==> config.mk <==
export PLATFORM = sky130hd
export DESIGN_NAME = bubble_sort_alternative_flat
export DESIGN_NICKNAME = d
export VERILOG_FILES = /design/src/rtl/bubble_sort_pkg.sv /design/src/rtl/bubble_sort_alternative_if.sv /design/src/rtl/sort_cmp_swap.sv /design/src/rtl/bubble_sort_alternative.sv /design/src/flat_wrapper.sv
export SDC_FILE = /design/constraint.sdc
export NUM_CORES = 1
export LEC_CHECK = 0
export BUFFER_PORTS_ARGS = -buffer_cell sky130_fd_sc_hd__buf_2
export CAP_MARGIN = 20
export CORE_ASPECT_RATIO = 1.25
export CORE_UTILIZATION = 55
export CTS_CLUSTER_DIAMETER = 200
export DETAILED_ROUTE_END_ITERATION = 8
export HOLD_SLACK_MARGIN = 0.02
export PLACE_DENSITY = 0.76
export SLEW_MARGIN = 5
export SYNTH_ARGS = -nofsm -noshare
export SYNTH_HDL_FRONTEND = slang
export SYNTH_SLANG_ARGS = --single-unit
==> constraint.sdc <==
create_clock -name clk -period 1.89 [get_ports clk]
set_clock_uncertainty 0.15 [all_clocks]
set_input_delay 0.378 -clock clk [delete_from_list [all_inputs] [get_ports clk]]
set_output_delay 0.378 -clock clk [all_outputs]
set_load 0.05 [all_outputs]
==> src/rtl/bubble_sort_pkg.sv <==
// bubble_sort_pkg: shared types and default sizes for the sorting engine.
// Provides the controller state enum and the default word width / depth.
package bubble_sort_pkg;

    typedef enum logic [1:0] {
        IDLE,
        SORT,
        WAIT,
        SEND
    } state_t;

    localparam int WORD_SIZE_DEF = 4;
    localparam int N_DEF         = 8;

endpackage

==> src/rtl/bubble_sort_alternative_if.sv <==
// bubble_sort_alternative_if: command/status/data bundle of the sorter.
// master: drives Load/Sort/Send/Data_in, sees Ready/Busy/Waiting/Data_out.
// slave : the sorting engine side of the same signals.
interface bubble_sort_alternative_if
    import bubble_sort_pkg::*;
#(
    parameter int word_size = WORD_SIZE_DEF
);

    logic                 Load;
    logic                 Sort;
    logic                 Send;
    logic [word_size-1:0] Data_in;
    logic                 Ready;
    logic                 Busy;
    logic                 Waiting;
    logic [word_size-1:0] Data_out;

    modport master (
        output Load, Sort, Send, Data_in,
        input  Ready, Busy, Waiting, Data_out
    );

    modport slave (
        input  Load, Sort, Send, Data_in,
        output Ready, Busy, Waiting, Data_out
    );

endinterface

==> src/rtl/sort_cmp_swap.sv <==
// sort_cmp_swap: one compare-swap cell of the transposition network.
// Ports: i_a/i_b (lower/upper index word), o_first/o_second (ordered pair).
// Macro BUBBLE_SORT_DESCENDING_EN selects descending order (else ascending).
module sort_cmp_swap #(
    parameter int word_size = 4
) (
    input  logic [word_size-1:0] i_a,
    input  logic [word_size-1:0] i_b,
    output logic [word_size-1:0] o_first,
    output logic [word_size-1:0] o_second
);

    logic w_swap;

`ifdef BUBBLE_SORT_DESCENDING_EN
    assign w_swap = (i_a < i_b);
`else
    assign w_swap = (i_a > i_b);
`endif

    assign o_first  = w_swap ? i_b : i_a;
    assign o_second = w_swap ? i_a : i_b;

endmodule

==> src/rtl/bubble_sort_alternative.sv <==
// bubble_sort_alternative: serial-load, odd-even transposition sort, serial
// stream-out engine. Ports: clk, rst (sync, active high), bus (slave side of
// bubble_sort_alternative_if). Macro BUBBLE_SORT_DESCENDING_EN: descending.
module bubble_sort_alternative
    import bubble_sort_pkg::*;
#(
    parameter int word_size = WORD_SIZE_DEF,
    parameter int N         = N_DEF
) (
    input  logic                         clk,
    input  logic                         rst,
    bubble_sort_alternative_if.slave     bus
);

    // Counter must reach N during SEND to mark the end of the stream.
    localparam int CW = $clog2(N + 1);
    localparam int IW = $clog2(N);

    state_t               r_state;
    logic [CW-1:0]        r_cnt;
    logic [word_size-1:0] r_dout;
    logic [word_size-1:0] r_arr    [N];
    logic [word_size-1:0] w_sorted [N];
    logic [word_size-1:0] w_first  [N-1];
    logic [word_size-1:0] w_second [N-1];

    for (genvar k = 0; k < N - 1; k++) begin : g_cell
        sort_cmp_swap #(
            .word_size (word_size)
        ) u_cell (
            .i_a      (r_arr[k]),
            .i_b      (r_arr[k+1]),
            .o_first  (w_first[k]),
            .o_second (w_second[k])
        );
    end

    // Only cells whose lower index parity matches the phase parity are
    // applied; those pairs are disjoint so each word has one writer.
    always_comb begin
        w_sorted = r_arr;
        for (int k = 0; k < N - 1; k++) begin
            if (k[0] == r_cnt[0]) begin
                w_sorted[k]   = w_first[k];
                w_sorted[k+1] = w_second[k];
            end
        end
    end

    always_ff @(posedge clk) begin
        if (rst) begin
            r_state <= IDLE;
            r_cnt   <= '0;
            r_dout  <= '0;
            for (int i = 0; i < N; i++) begin
                r_arr[i] <= '0;
            end
        end else begin
            unique case (r_state)
                IDLE: begin
                    if (bus.Load) begin
                        for (int i = 0; i < N - 1; i++) begin
                            r_arr[i] <= r_arr[i+1];
                        end
                        r_arr[N-1] <= bus.Data_in;
                    end else if (bus.Sort) begin
                        r_state <= SORT;
                        r_cnt   <= '0;
                    end
                end
                SORT: begin
                    r_arr <= w_sorted;
                    if (r_cnt == CW'(N - 1)) begin
                        r_state <= WAIT;
                        r_cnt   <= '0;
                    end else begin
                        r_cnt <= r_cnt + CW'(1);
                    end
                end
                WAIT: begin
                    if (bus.Send) begin
                        r_state <= SEND;
                        r_dout  <= r_arr[0];
                        r_cnt   <= CW'(1);
                    end
                end
                SEND: begin
                    if (r_cnt == CW'(N)) begin
                        r_state <= IDLE;
                        r_dout  <= '0;
                        r_cnt   <= '0;
                    end else begin
                        r_dout <= r_arr[r_cnt[IW-1:0]];
                        r_cnt  <= r_cnt + CW'(1);
                    end
                end
                default: begin
                    r_state <= IDLE;
                    r_cnt   <= '0;
                    r_dout  <= '0;
                end
            endcase
        end
    end

    assign bus.Ready    = (r_state == IDLE);
    assign bus.Busy     = (r_state == SORT) || (r_state == SEND);
    assign bus.Waiting  = (r_state == WAIT);
    assign bus.Data_out = r_dout;

endmodule

==> src/flat_wrapper.sv <==
// flat-port wrapper written by rule: the top's interface ports become plain ports
module bubble_sort_alternative_flat import bubble_sort_pkg::*;
#(
    parameter int word_size = WORD_SIZE_DEF,
    parameter int N         = N_DEF
)
  (clk, rst, bus_Load, bus_Sort, bus_Send, bus_Data_in, bus_Ready, bus_Busy, bus_Waiting, bus_Data_out);
  bubble_sort_alternative_if #(.word_size(word_size)) bus_i ();
  input  logic clk;
  input  logic rst;
  input wire logic [$bits(bus_i.Load)-1:0] bus_Load;
  input wire logic [$bits(bus_i.Sort)-1:0] bus_Sort;
  input wire logic [$bits(bus_i.Send)-1:0] bus_Send;
  input wire logic [$bits(bus_i.Data_in)-1:0] bus_Data_in;
  output wire logic [$bits(bus_i.Ready)-1:0] bus_Ready;
  output wire logic [$bits(bus_i.Busy)-1:0] bus_Busy;
  output wire logic [$bits(bus_i.Waiting)-1:0] bus_Waiting;
  output wire logic [$bits(bus_i.Data_out)-1:0] bus_Data_out;
  assign bus_i.Load = bus_Load;
  assign bus_i.Sort = bus_Sort;
  assign bus_i.Send = bus_Send;
  assign bus_i.Data_in = bus_Data_in;
  assign bus_Ready = bus_i.Ready;
  assign bus_Busy = bus_i.Busy;
  assign bus_Waiting = bus_i.Waiting;
  assign bus_Data_out = bus_i.Data_out;
  bubble_sort_alternative #(.word_size(word_size), .N(N)) u_core (.clk(clk), .rst(rst), .bus(bus_i));
endmodule
==> summary.md, run 1 <==
| Metric | Value |
|---|---|
| Status | `aborted with a tool error` |
| Failed at | `global routing (5_1_grt)` |
| Run-stopping error | `[ERROR GRT-0232] Routing congestion too high. Check the congestion heatmap in the GUI.` |
| Die H | `87.3 um` |
| GRT worst endpoint | `u_core.r_arr[25]$_SDFFE_PP0P_/D` |
| WEP type | `register input` |
| Port Buffers | `15` |
| Top cell type's share of synthesized area | `26.2%` |
| Grt ovf | `25` |
| Yosys warns | `0` |
| Mapped Cells | `352` |
| CTS sink cnt | `42` |
| GRT Util Overall | `68.9%` |
| Leading post-synthesis cells by cell area | `dfxtp_1 26%, ha_1 14%, a311oi_1 6.6%` |
| Die W | `70.3 um` |
| Row cnt | `30` |
| Largest net degree at the start of global routing | `22` |
| Gpl congestion | `0.930` |
| Net Count, Synth | `396` |
| Io pins | `16` |
| Post-synth top area cell | `dfxtp_1` |
| Root buf cell | `clkbuf_8` |
| H-tree Lvls | `2` |
| Netlist cell types | `52` |
| Initial core utilization | `58.1%` |
| CTS max path bufs | `2` |
| Netlist Area Pre-Place | `0.00320 sq mm` |
| Cell total after placement | `503` |
| HPWL Detailed | `6.81 mm` |
| Number of synthesized register bits | `42` |
| Post-Syn Area per Cell | `9.10 sq um` |
| Hold-fix buffers at CTS | `0` |
| Seq/Total Area, Yosys | `26.2%` |
| CTS Buf Count | `5` |
## synth_stat cells, drive strengths merged
library cell,instances
o21a,3
buf,13
nor2,17
nand2b,7
and2,1
a41oi,1
a221oi,4
ha,35
inv,34
nand4,6
clkbuf,7
and4,1
nor2b,8
dfxtp,42
o41ai,1
o221ai,1
mux2i,20
a311oi,24
a31oi,3
and3,1
a211oi,1
o31ai,3
a21oi,29
a22oi,4
a21boi,2
o21ba,1
o21ai,25
nand2,18
a32oi,1
nand3b,1
o211ai,5
mux4,8
nor4bb,1
or2,1
mux2,1
a2111oi,1
or3,5
o22ai,9
o311ai,1
nor3,4
nand4b,2
## per-layer routing
layer	track usage, %	GRT overflow
met5	4.27	0
met3	44.8	0
met2	93.9	11
met1	67.6	1
met4	71.5	13
## per-stage QoR
stage                     worst slack, ns  TNS [ns]  utilization (%)  area [sq um]  hold slack, ns
after CTS                         -0.0800    -0.819             83.1          4590           0.312
after detailed placement           -0.290     -3.63             72.1          3980           0.340
after global placement             -0.175     -1.19             72.1          3980           0.333
after floorplan                   -0.0253   -0.0833                -          3240           0.336
## logic make-up after synthesis
| logic type | after synthesis | share of synthesized area (%) |
|---|---|---|
| mux | 29 | 12.3 |
| simple gates | 73 | 12.1 |
| flops | 42 | 26.2 |
| buf+inv | 54 | 8.00 |
| compound gates | 119 | 27.7 |
| fa+ha+maj | 35 | 13.7 |
## timing repair
action,CTS
resized for setup,84
setup buffers,18
setup endpoints to repair,40
gates cloned,2
pin swaps,52
==> run 2, diff against run 1 <==
--- a/config.mk
+++ b/config.mk
@@ -7,12 +7,9 @@
 export LEC_CHECK = 0
 export BUFFER_PORTS_ARGS = -buffer_cell sky130_fd_sc_hd__buf_2
 export CAP_MARGIN = 20
-export CORE_ASPECT_RATIO = 1.25
-export CORE_UTILIZATION = 55
-export CTS_CLUSTER_DIAMETER = 200
+export CORE_UTILIZATION = 40
 export DETAILED_ROUTE_END_ITERATION = 8
-export HOLD_SLACK_MARGIN = 0.02
-export PLACE_DENSITY = 0.76
+export PLACE_DENSITY_LB_ADDON = 0.15
 export SLEW_MARGIN = 5
 export SYNTH_ARGS = -nofsm -noshare
 export SYNTH_HDL_FRONTEND = slang
==> constraint.sdc (replaced) <==
create_clock -name clk -period 2.5 [get_ports clk]
set_clock_uncertainty 0.15 [all_clocks]
set_input_delay 0.5 -clock clk [delete_from_list [all_inputs] [get_ports clk]]
set_output_delay 0.5 -clock clk [all_outputs]
set_load 0.05 [all_outputs]
==> run 2 against run 1 <==
- the run now ends clean
- area after synthesis unchanged
- synthesized cell count unchanged
==> summary.md, run 2 <==
| Metric | Value |
|---|---|
| Status | `complete, no violations` |
| Top reg by flops | `u_core.r_arr` |
| Share of cells above drive strength 1 | `18.6%` |
| RSZ-0062 raised after global routing | `no` |
| Max reg flops | `32` |
| Nets | `419` |
| Initial antenna violation count | `0` |
| Leakage power | `1.37 nW` |
| Clock-pin slew on the worst setup and hold paths | `0.08 ns` |
| Netlist cell types | `52` |
| Worst min path class | `flip-flop to flip-flop` |
| Yosys warns | `0` |
| HPWL Detailed | `5.98 mm` |
| Io pins | `16` |
| CP peak stage delay | `0.38 ns` |
| Worst Hold Launch | `u_core.r_arr[3]` |
| Post-Syn Area per Cell | `9.10 sq um` |
| Gpl congestion | `0.875` |
| Netlist Area Pre-Place | `0.00320 sq mm` |
| Pre-CTS setup slack | `0.246 ns` |
| Critical Path RT | `1.85 ns` |
| CTS Buf Count | `5` |
| Core Region | `0.00773 sq mm` |
| Minimum clock period | `2.34 ns` |
| Simple-gate share of the synthesized area | `12.1%` |
| EDFF count, synth | `0` |
| Initial core utilization | `41.5%` |
| GRT Util Overall | `20.5%` |
| Crit Path Category | `flip-flop to output pin` |
| Routed via count | `2,749` |
| H-tree Lvls | `2` |
| Grt ovf | `0` |
| Largest net degree at the start of global routing | `28` |
| Die Area | `0.00837 sq mm` |
| Commonest non-fill, non-tap cell in the layout | `dfxtp_1` |
| MaxCap Viol Count | `0` |
| CTS max path bufs | `2` |
| Mapped Cells | `352` |
| Area delta synth->final | `10.8%` |
| Via/cell ratio | `5.75` |
| Final hold vios | `0` |
| Depth of the worst register-to-register path | `7` |
| Net Count, Synth | `396` |
| Post-route clock period utilization | `93.6%` |
| Final WL | `8.18 mm` |
| Top FF cell, synth | `dfxtp_1` |
| R2R Setup Slk | `0.23 ns` |
| Largest family of logic cells by synthesized area | `compound AO/OA/AOI/OAI gates` |
| Worst r2r dst | `u_core.r_arr[31]` |
| Setup TNS | `0 ns` |
| Top cell type's share of synthesized area | `26.2%` |
| Cells on Worst Hold Path | `2` |
| Root buf cell | `clkbuf_8` |
| RR Startpoint | `u_core.r_arr[27]` |
| Port Buffers | `15` |
| Die H | `91.5 um` |
| CP Max Fanout | `6` |
| Mux cell area share after synthesis | `12.3%` |
| Slew margin rel. | `64.7%` |
| Worst setup EP type | `output pin` |
| Startpoint Class | `flip-flop` |
| Worst vdd ir | `0.775 mV` |
| Final WS setup | `0.160 ns` |
| Tot Pwr | `5.25 mW` |
| Row cnt | `32` |
| Seq/Total Area, Yosys | `26.2%` |
| Final ANT Viol Nets | `0` |
| Global-route wire length before repair | `13.5 mm` |
| Worst Setup SP | `u_core.r_state[1]` |
| Slowest CP cell | `dfxtp_1` |
| Max-slew violations | `0` |
| Post-synth top cells | `42 x dfxtp_1, 35 x ha_1, 34 x inv_1` |
| Post-Synth Adder-Cell Area | `13.7%` |
| Endpoint, Worst Hold | `u_core.r_arr[3]` |
| Drt drc | `0` |
| First-pass iteration count of the detailed router | `4` |
| Ys async rst share | `0%` |
| Count leader, synth | `dfxtp_1` |
| Worst EP arrival | `1.69 ns` |
| Initial DRC Count | `99` |
| Crit-path cells | `inv_1 -> ha_2 -> buf_4 -> or2_2 -> buf_2` |
| XOR/XNOR share of the synthesized area | `0%` |
| CTS sink cnt | `42` |
| Most frequent cells in the layout | `41 x dfxtp_1, 34 x inv_1, 34 x ha_1, 27 x a21oi_1, 24 x a311oi_1` |
| Leading post-synthesis cells by cell area | `dfxtp_1 26%, ha_1 14%, a311oi_1 6.6%` |
| Die W | `91.5 um` |
| Worst-skew pair later-pin latency | `0.30 ns` |
| Power Density | `1480 mW/mm^2` |
| Ant diodes | `0` |
| Final setup violating endpoints | `0` |
| Post-DR wirelength/cell | `17.1 um` |
| Synth Area in Compound Gates | `27.7%` |
| Max frequency | `0.427 GHz` |
| CTS tree | `yes` |
| Vias in the first global route | `2,640` |
| Measured slew at the worst slew-check pin | `0.530 ns` |
| Number of synthesized register bits | `42` |
| Post-synth top area cell | `dfxtp_1` |
run 2: cell counts after synthesis:
No cell type changed its count.
run 2: cell families (layout without fill, tap and decap cells):
logic type	after synthesis	count (layout)
AO/OA/AOI/OAI	119	119
AND/OR/NAND/NOR	73	73
buffers and inverters	54	78
flip-flops	42	42
adder cells (fa/ha/maj)	35	35
multiplexers	29	29
run 2: stage by stage:
step	util [%]	area, sq um	hold WS (ns)	cells
floorplan	-	3200	0.336	352
global placement	44.5	3440	0.377	470
detailed placement	44.5	3440	0.397	470
CTS	45.9	3550	0.409	478
global route	45.9	3550	0.449	478
finish	45.9	3550	0.410	478
run 2: worst max path at each step:
stage	endpoint	slack [ns]	cells after the start
2_1_floorplan	u_core.r_arr[24]	0.27	7
3_5_place_dp	u_core.r_arr[14]	0.25	7
3_3_place_gp	u_core.r_arr[14]	0.32	7
5_1_grt	u_core.r_arr[31]	0.01	7
4_1_cts	bus_Busy	0.06	5
6_report	bus_Busy	0.16	5
run 2: critical path: cells and delay by family (launching register included):
family	cells	cell delay, ns
adder cells (fa/ha/maj)	1	0.23
flip-flops	1	0.38
AND/OR/NAND/NOR	1	0.30
buffers and inverters	3	0.48
run 2: final cells by class:
cell class              count  area (sq um)
inverters                  34           128
clock buffers               8           110
repair buffers             36           233
well taps                 102           128
fillers                   772          4180
multi-input cells         256          2110
flip-flops and latches     42           842
run 2: repair_timing:
| action | 4_1_cts | 5_1_grt |
|---|---|---|
| endpoints found under the hold margin | 0 | 0 |
| setup endpoints to repair | 0 | 2 |
| setup buffers | 0 | 0 |
| gates resized for setup | 0 | 2 |
| hold buffers | 0 | 0 |
run 2: metal layers:
metal  vias up  track usage (%)  wire (um)
li1       1383                -          -
met1      1299             28.5       4070
met2        55             32.9       3760
met3        12             2.85        275
met4         0             5.69         78
met5         -                0          0
run 2: report_power, final:
group / internal, mW / switching (mW)
registers: 0.927 / 0.386
clock network: 0.279 / 0.246
logic: 1.44 / 1.98
total: 2.65 / 2.61
Power figures use the tool's default switching activity.
==> run 3, diff against run 2 <==
--- a/config.mk
+++ b/config.mk
@@ -5,10 +5,10 @@
 export SDC_FILE = /design/constraint.sdc
 export NUM_CORES = 1
 export LEC_CHECK = 0
-export BUFFER_PORTS_ARGS = -buffer_cell sky130_fd_sc_hd__buf_2
 export CAP_MARGIN = 20
 export CORE_UTILIZATION = 40
 export DETAILED_ROUTE_END_ITERATION = 8
+export DONT_BUFFER_PORTS = 1
 export PLACE_DENSITY_LB_ADDON = 0.15
 export SLEW_MARGIN = 5
 export SYNTH_ARGS = -nofsm -noshare
==> run 3 against run 2 <==
- final area is 2.7% lower
- worst setup slack worse by 0.012 ns
- maximum frequency fell by 0.53%
- critical path type unchanged
- core utilization fell by 1.3 points
- hold slack worse by 0.30 ns
- die area unchanged
- non-clock buffer count down 15
==> summary.md, run 3 (synthesis results as in run 2) <==
| Metric | Value |
|---|---|
| Core Region | `0.00773 sq mm` |
| Post-route clock period utilization | `94.1%` |
| Die H | `91.5 um` |
| Cells on Worst Hold Path | `1` |
| Drt drc | `0` |
| Power Density | `1490 mW/mm^2` |
| Via/cell ratio | `5.81` |
| Worst-skew pair later-pin latency | `0.30 ns` |
| Commonest non-fill, non-tap cell in the layout | `dfxtp_1` |
| Top Metal Used | `met4` |
| GRT Util Overall | `20.6%` |
| Initial core utilization | `41.5%` |
| Post-DR wirelength/cell | `17.3 um` |
| Ant diodes | `0` |
| Met1 Wirelength | `4.06 mm` |
| RSZ-0062 raised after global routing | `no` |
| Post-layout util | `44.7%` |
| Depth of the worst register-to-register path | `7` |
| H-tree Lvls | `2` |
| Die W | `91.5 um` |
| Worst vdd ir | `0.631 mV` |
| Startpoint Class | `flip-flop` |
| CP peak stage delay | `0.43 ns` |
| CTS max path bufs | `2` |
| Hold-fix buffers at CTS | `0` |
| Nets | `404` |
| Final WL | `8.01 mm` |
| Grt ovf | `0` |
| Minimum clock period | `2.35 ns` |
| Gpl congestion | `0.802` |
| Root buf cell | `clkbuf_8` |
| Worst EP arrival | `1.70 ns` |
| Slew margin rel. | `59.5%` |
| Status | `complete, no violations` |
| Final ANT Viol Nets | `0` |
| Clock-pin slew on the worst setup and hold paths | `0.08 ns` |
| MaxCap Viol Count | `0` |
| Initial DRC Count | `90` |
| Endpoint, Worst Hold | `u_core.r_cnt[2]` |
| Setup Fix Bufs, Post-CTS | `0` |
| Worst Hold Launch | `rst` |
| Min Hold Slack | `0.111 ns` |
| HPWL Detailed | `5.87 mm` |
| Worst min path class | `input port to flip-flop` |
| CP Max Fanout | `6` |
| Max frequency | `0.425 GHz` |
| Measured slew at the worst slew-check pin | `0.600 ns` |
| CTS Buf Count | `5` |
| Slowest CP cell | `or2_2` |
| Worst r2r dst | `u_core.r_arr[31]` |
| Most frequent cells in the layout | `42 x dfxtp_1, 35 x ha_1, 34 x inv_1, 27 x a21oi_1, 24 x a311oi_1` |
| Io pins | `16` |
| # fillers | `755` |
| RR Startpoint | `u_core.r_arr[27]` |
| Met2 wire len | `3.61 mm` |
| Top reg by flops | `u_core.r_arr` |
| Detail Route met3 WL | `283 um` |
| Crit-path cells | `inv_1 -> ha_1 -> buf_4 -> or2_2` |
| CTS sink cnt | `42` |
| First-pass iteration count of the detailed router | `4` |
| # resized after CTS | `0` |
| Crit Path Category | `flip-flop to output pin` |
| R2R Setup Slk | `0.25 ns` |
| Initial antenna violation count | `0` |
| Worst setup EP type | `output pin` |
| Routed via count | `2,688` |
| Vias in the first global route | `2,589` |
| Critical Path RT | `1.85 ns` |
| Area delta synth->final | `7.73%` |
| Final hold vios | `0` |
| Largest net degree at the start of global routing | `44` |
| Leakage power | `1.30 nW` |
| Row cnt | `32` |
| Max-slew violations | `0` |
| Max reg flops | `32` |
| Share of cells above drive strength 1 | `14.4%` |
| Global-route wire length before repair | `13.7 mm` |
| Setup TNS | `0 ns` |
| Die Area | `0.00837 sq mm` |
| CTS tree | `yes` |
| Port Buffers | `0` |
| Final setup violating endpoints | `0` |
==> run 3: cell count changes in the layout (fill, tap and decap cells not counted), sizes merged <==
cell | previous run | this run
clkbuf | 8 | 7
buf | 36 | 21
clkinv | 0 | 1
==> run 3: cell type report <==
class	instances	area, sq um	area share (%)
multi-input combinational	256	2110	61.0
sequential	42	841	24.4
timing repair buffer	21	158	4.57
inverter	34	128	3.70
tap	102	128	3.70
clock buffer	7	86.3	2.50
clock inverter	1	5.00	0.145
==> run 3: worst max path at each step <==
stage / from / endpoint / slack, ns / cells after the start
CTS: u_core.r_state[1] / bus_Busy / 0.13 / 4
detailed placement: u_core.r_arr[27] / u_core.r_arr[31] / 0.28 / 7
floorplan: u_core.r_state[0] / u_core.r_arr[24] / 0.27 / 7
global route: u_core.r_arr[27] / u_core.r_arr[31] / 0.05 / 7
global placement: u_core.r_arr[27] / u_core.r_arr[31] / 0.26 / 7
finish: u_core.r_state[1] / bus_Busy / 0.15 / 4
==> run 3: per-layer routing <==
| metal | vias to the layer above | GRT usage (%) |
|---|---|---|
| met4 | 0 | 5.29 |
| met2 | 41 | 32.3 |
| met5 | - | 0 |
| met1 | 1291 | 29.3 |
| met3 | 7 | 3.18 |
| li1 | 1349 | - |
==> run 3: where the power goes <==
| group | leakage (nW) | switching [mW] | internal (mW) |
|---|---|---|---|
| clock | 0.0482 | 0.246 | 0.223 |
| combinational | 0.904 | 1.93 | 1.43 |
| sequential | 0.345 | 0.398 | 0.925 |
| total | 1.30 | 2.58 | 2.58 |
==> run 3: through the flow <==
step / instances / area, sq um / worst slack [ns] / power [mW]
CTS: 463 / 3450 / 0.131 / 5.16
detailed placement: 455 / 3360 / 0.277 / 4.68
global route: 463 / 3450 / 0.0529 / 5.70
finish: 463 / 3450 / 0.147 / 5.16
floorplan: 352 / 3200 / 0.271 / 3.87
global placement: 455 / 3360 / 0.259 / 4.64
==> run 3: critical path, delay by kind of cell (launching register included) <==
kind | cells | cell delay (ns)
AND/OR/NAND/NOR | 1 | 0.43
flip-flops | 1 | 0.38
buffers and inverters | 2 | 0.30
adder cells (fa/ha/maj) | 1 | 0.29
==> run 4, diff against run 3 <==
--- a/config.mk
+++ b/config.mk
@@ -6,7 +6,7 @@
 export NUM_CORES = 1
 export LEC_CHECK = 0
 export CAP_MARGIN = 20
-export CORE_UTILIZATION = 40
+export CORE_UTILIZATION = 34
 export DETAILED_ROUTE_END_ITERATION = 8
 export DONT_BUFFER_PORTS = 1
 export PLACE_DENSITY_LB_ADDON = 0.15
==> run 4 against run 3 <==
- clock power is 17% higher
- first-iteration DRC count is 54% higher
- global-route usage is 2.5 points lower
- sequential share of layout area is 0.31 points lower
- highest routed layer unchanged
- wire length is 6.0% higher
==> summary.md, run 4 (synthesis results as in run 2) <==
| Metric | Value |
|---|---|
| Tot Pwr | `5.28 mW` |
| H-tree Lvls | `2` |
| Worst min path class | `input port to flip-flop` |
| Max frequency | `0.431 GHz` |
| Met3 usage | `2.34%` |
| CTS tree | `yes` |
| Routed via count | `2,672` |
| Slew margin rel. | `63.4%` |
| Nets | `406` |
| Power Density | `1510 mW/mm^2` |
| Worst setup EP type | `output pin` |
| Worst Hold Launch | `rst` |
| Area delta synth->final | `9.10%` |
| Core Region | `0.00920 sq mm` |
| Final ANT Viol Nets | `0` |
| Post-DR wirelength/cell | `17.9 um` |
| Setup TNS | `0 ns` |
| Die Area | `0.00982 sq mm` |
| Commonest non-fill, non-tap cell in the layout | `dfxtp_1` |
| Vias in the first global route | `2,662` |
| MaxCap Viol Count | `0` |
| Cells on Worst Hold Path | `1` |
| Minimum clock period | `2.32 ns` |
| P_sw | `2.64 mW` |
| Share of cells above drive strength 1 | `15.2%` |
| Initial core utilization | `34.8%` |
| Post-route insts no fill | `474` |
| Busiest grt layer | `met2` |
| Met1 usage | `26.3%` |
| Sw frac | `49.9%` |
| R2R Setup Slk | `0.18 ns` |
| Int Power | `2.65 mW` |
| Final hold vios | `0` |
| # resized after CTS | `0` |
| Initial antenna violation count | `0` |
| Die H | `99.1 um` |
| Initial DRC Count | `139` |
| Root buf cell | `clkbuf_8` |
| Comb pwr share | `64.5%` |
| Post-layout util | `38.0%` |
| Worst Setup SP | `u_core.r_state[1]` |
| Final WL | `8.49 mm` |
| Top reg by flops | `u_core.r_arr` |
| Startpoint Class | `flip-flop` |
| Status | `complete, no violations` |
| Grt ovf | `0` |
| Max-slew violations | `0` |
| Final setup violating endpoints | `0` |
| Drt drc | `0` |
| Sequential share of power | `25.1%` |
| First-pass iteration count of the detailed router | `4` |
| Largest net degree at the start of global routing | `44` |
| Clock power share | `10.4%` |
| Die W | `99.1 um` |
| Clock-pin slew on the worst setup and hold paths | `0.09 ns` |
| Measured slew at the worst slew-check pin | `0.547 ns` |
| GRT Util Overall | `18.1%` |
| Via/cell ratio | `5.64` |
| Worst-skew pair later-pin latency | `0.30 ns` |
| Gpl congestion | `0.772` |
| Hold-fix buffers at CTS | `0` |
| RR Startpoint | `u_core.r_arr[27]` |
| Depth of the worst register-to-register path | `7` |
| Min Hold Slack | `0.108 ns` |
| Crit Path Category | `flip-flop to output pin` |
| RSZ-0062 raised after global routing | `no` |
| HPWL Detailed | `6.26 mm` |
| Worst vdd ir | `0.684 mV` |
| Global-route wire length before repair | `14.1 mm` |
| CP Max Fanout | `6` |
| Port Buffers | `0` |
| CTS sink cnt | `42` |
| CTS Buf Count | `5` |
| Most frequent cells in the layout | `42 x dfxtp_1, 35 x ha_1, 34 x inv_1, 27 x a21oi_1, 24 x a311oi_1` |
| Post-route clock period utilization | `92.8%` |
| Worst EP arrival | `1.67 ns` |
| Leakage power | `1.32 nW` |
| Worst r2r dst | `u_core.r_arr[31]` |
| Cell total after placement | `466` |
| Io pins | `16` |
| Critical Path RT | `1.85 ns` |
| Ant diodes | `0` |
| Met2 Track Usage GR | `28.8%` |
| CTS max path bufs | `2` |
| Endpoint, Worst Hold | `u_core.r_cnt[0]` |
| Setup Fix Bufs, Post-CTS | `0` |
| Max reg flops | `32` |
| Row cnt | `35` |
run 4: cell types whose count changed in the layout (fill, tap and decap cells not counted):
| cell | before | now |
|---|---|---|
| clkinv_2 | 1 | 2 |
| bufinv_16 | 0 | 1 |
| clkbuf_1 | 1 | 0 |
| buf_4 | 21 | 23 |
| clkbuf_8 | 6 | 5 |
run 4: critical path, stage by stage, from the launching register on:
cell and delay (ns):
dfxtp_1 0.38, inv_1 0.09, ha_1 0.28, buf_4 0.19
or2_2 0.43
run 4: cell type report:
cell class / instances / area [sq um]
inverter: 34 / 128
clock inverter: 3 / 40.0
sequential: 42 / 841
timing repair buffer: 23 / 173
tap: 111 / 139
fill: 970 / 5700
multi-input combinational: 256 / 2110
clock buffer: 5 / 68.8
run 4: worst max path at each step:
stage                            end  slack (ns)
floorplan           u_core.r_arr[24]        0.27
global placement    u_core.r_arr[31]        0.24
detailed placement  u_core.r_arr[31]        0.26
CTS                         bus_Busy        0.16
global route        u_core.r_arr[31]        0.02
finish                      bus_Busy        0.18
run 4: power by group through the flow:
| stage | Combinational, mW | Sequential [mW] | Clock (mW) |
|---|---|---|---|
| floorplan | 2.70 | 1.18 | 0 |
| finish | 3.41 | 1.32 | 0.549 |
| global route | 3.83 | 1.37 | 0.590 |
| detailed placement | 3.40 | 1.34 | 0 |
| CTS | 3.41 | 1.33 | 0.564 |
| global placement | 3.32 | 1.34 | 0 |
run 4: metal layers:
metal,vias to the layer above,share of wire (%)
met4,0,0.82
met5,-,0
met1,1285,52
met3,6,1.7
met2,24,46
li1,1357,-
run 4: metrics by stage:
step                      area, sq um  setup slack (ns)
final                            3500             0.181
after detailed placement         3390             0.258
after global placement           3390             0.245
after floorplan                  3200             0.271
after global routing             3500            0.0224
after CTS                        3500             0.161
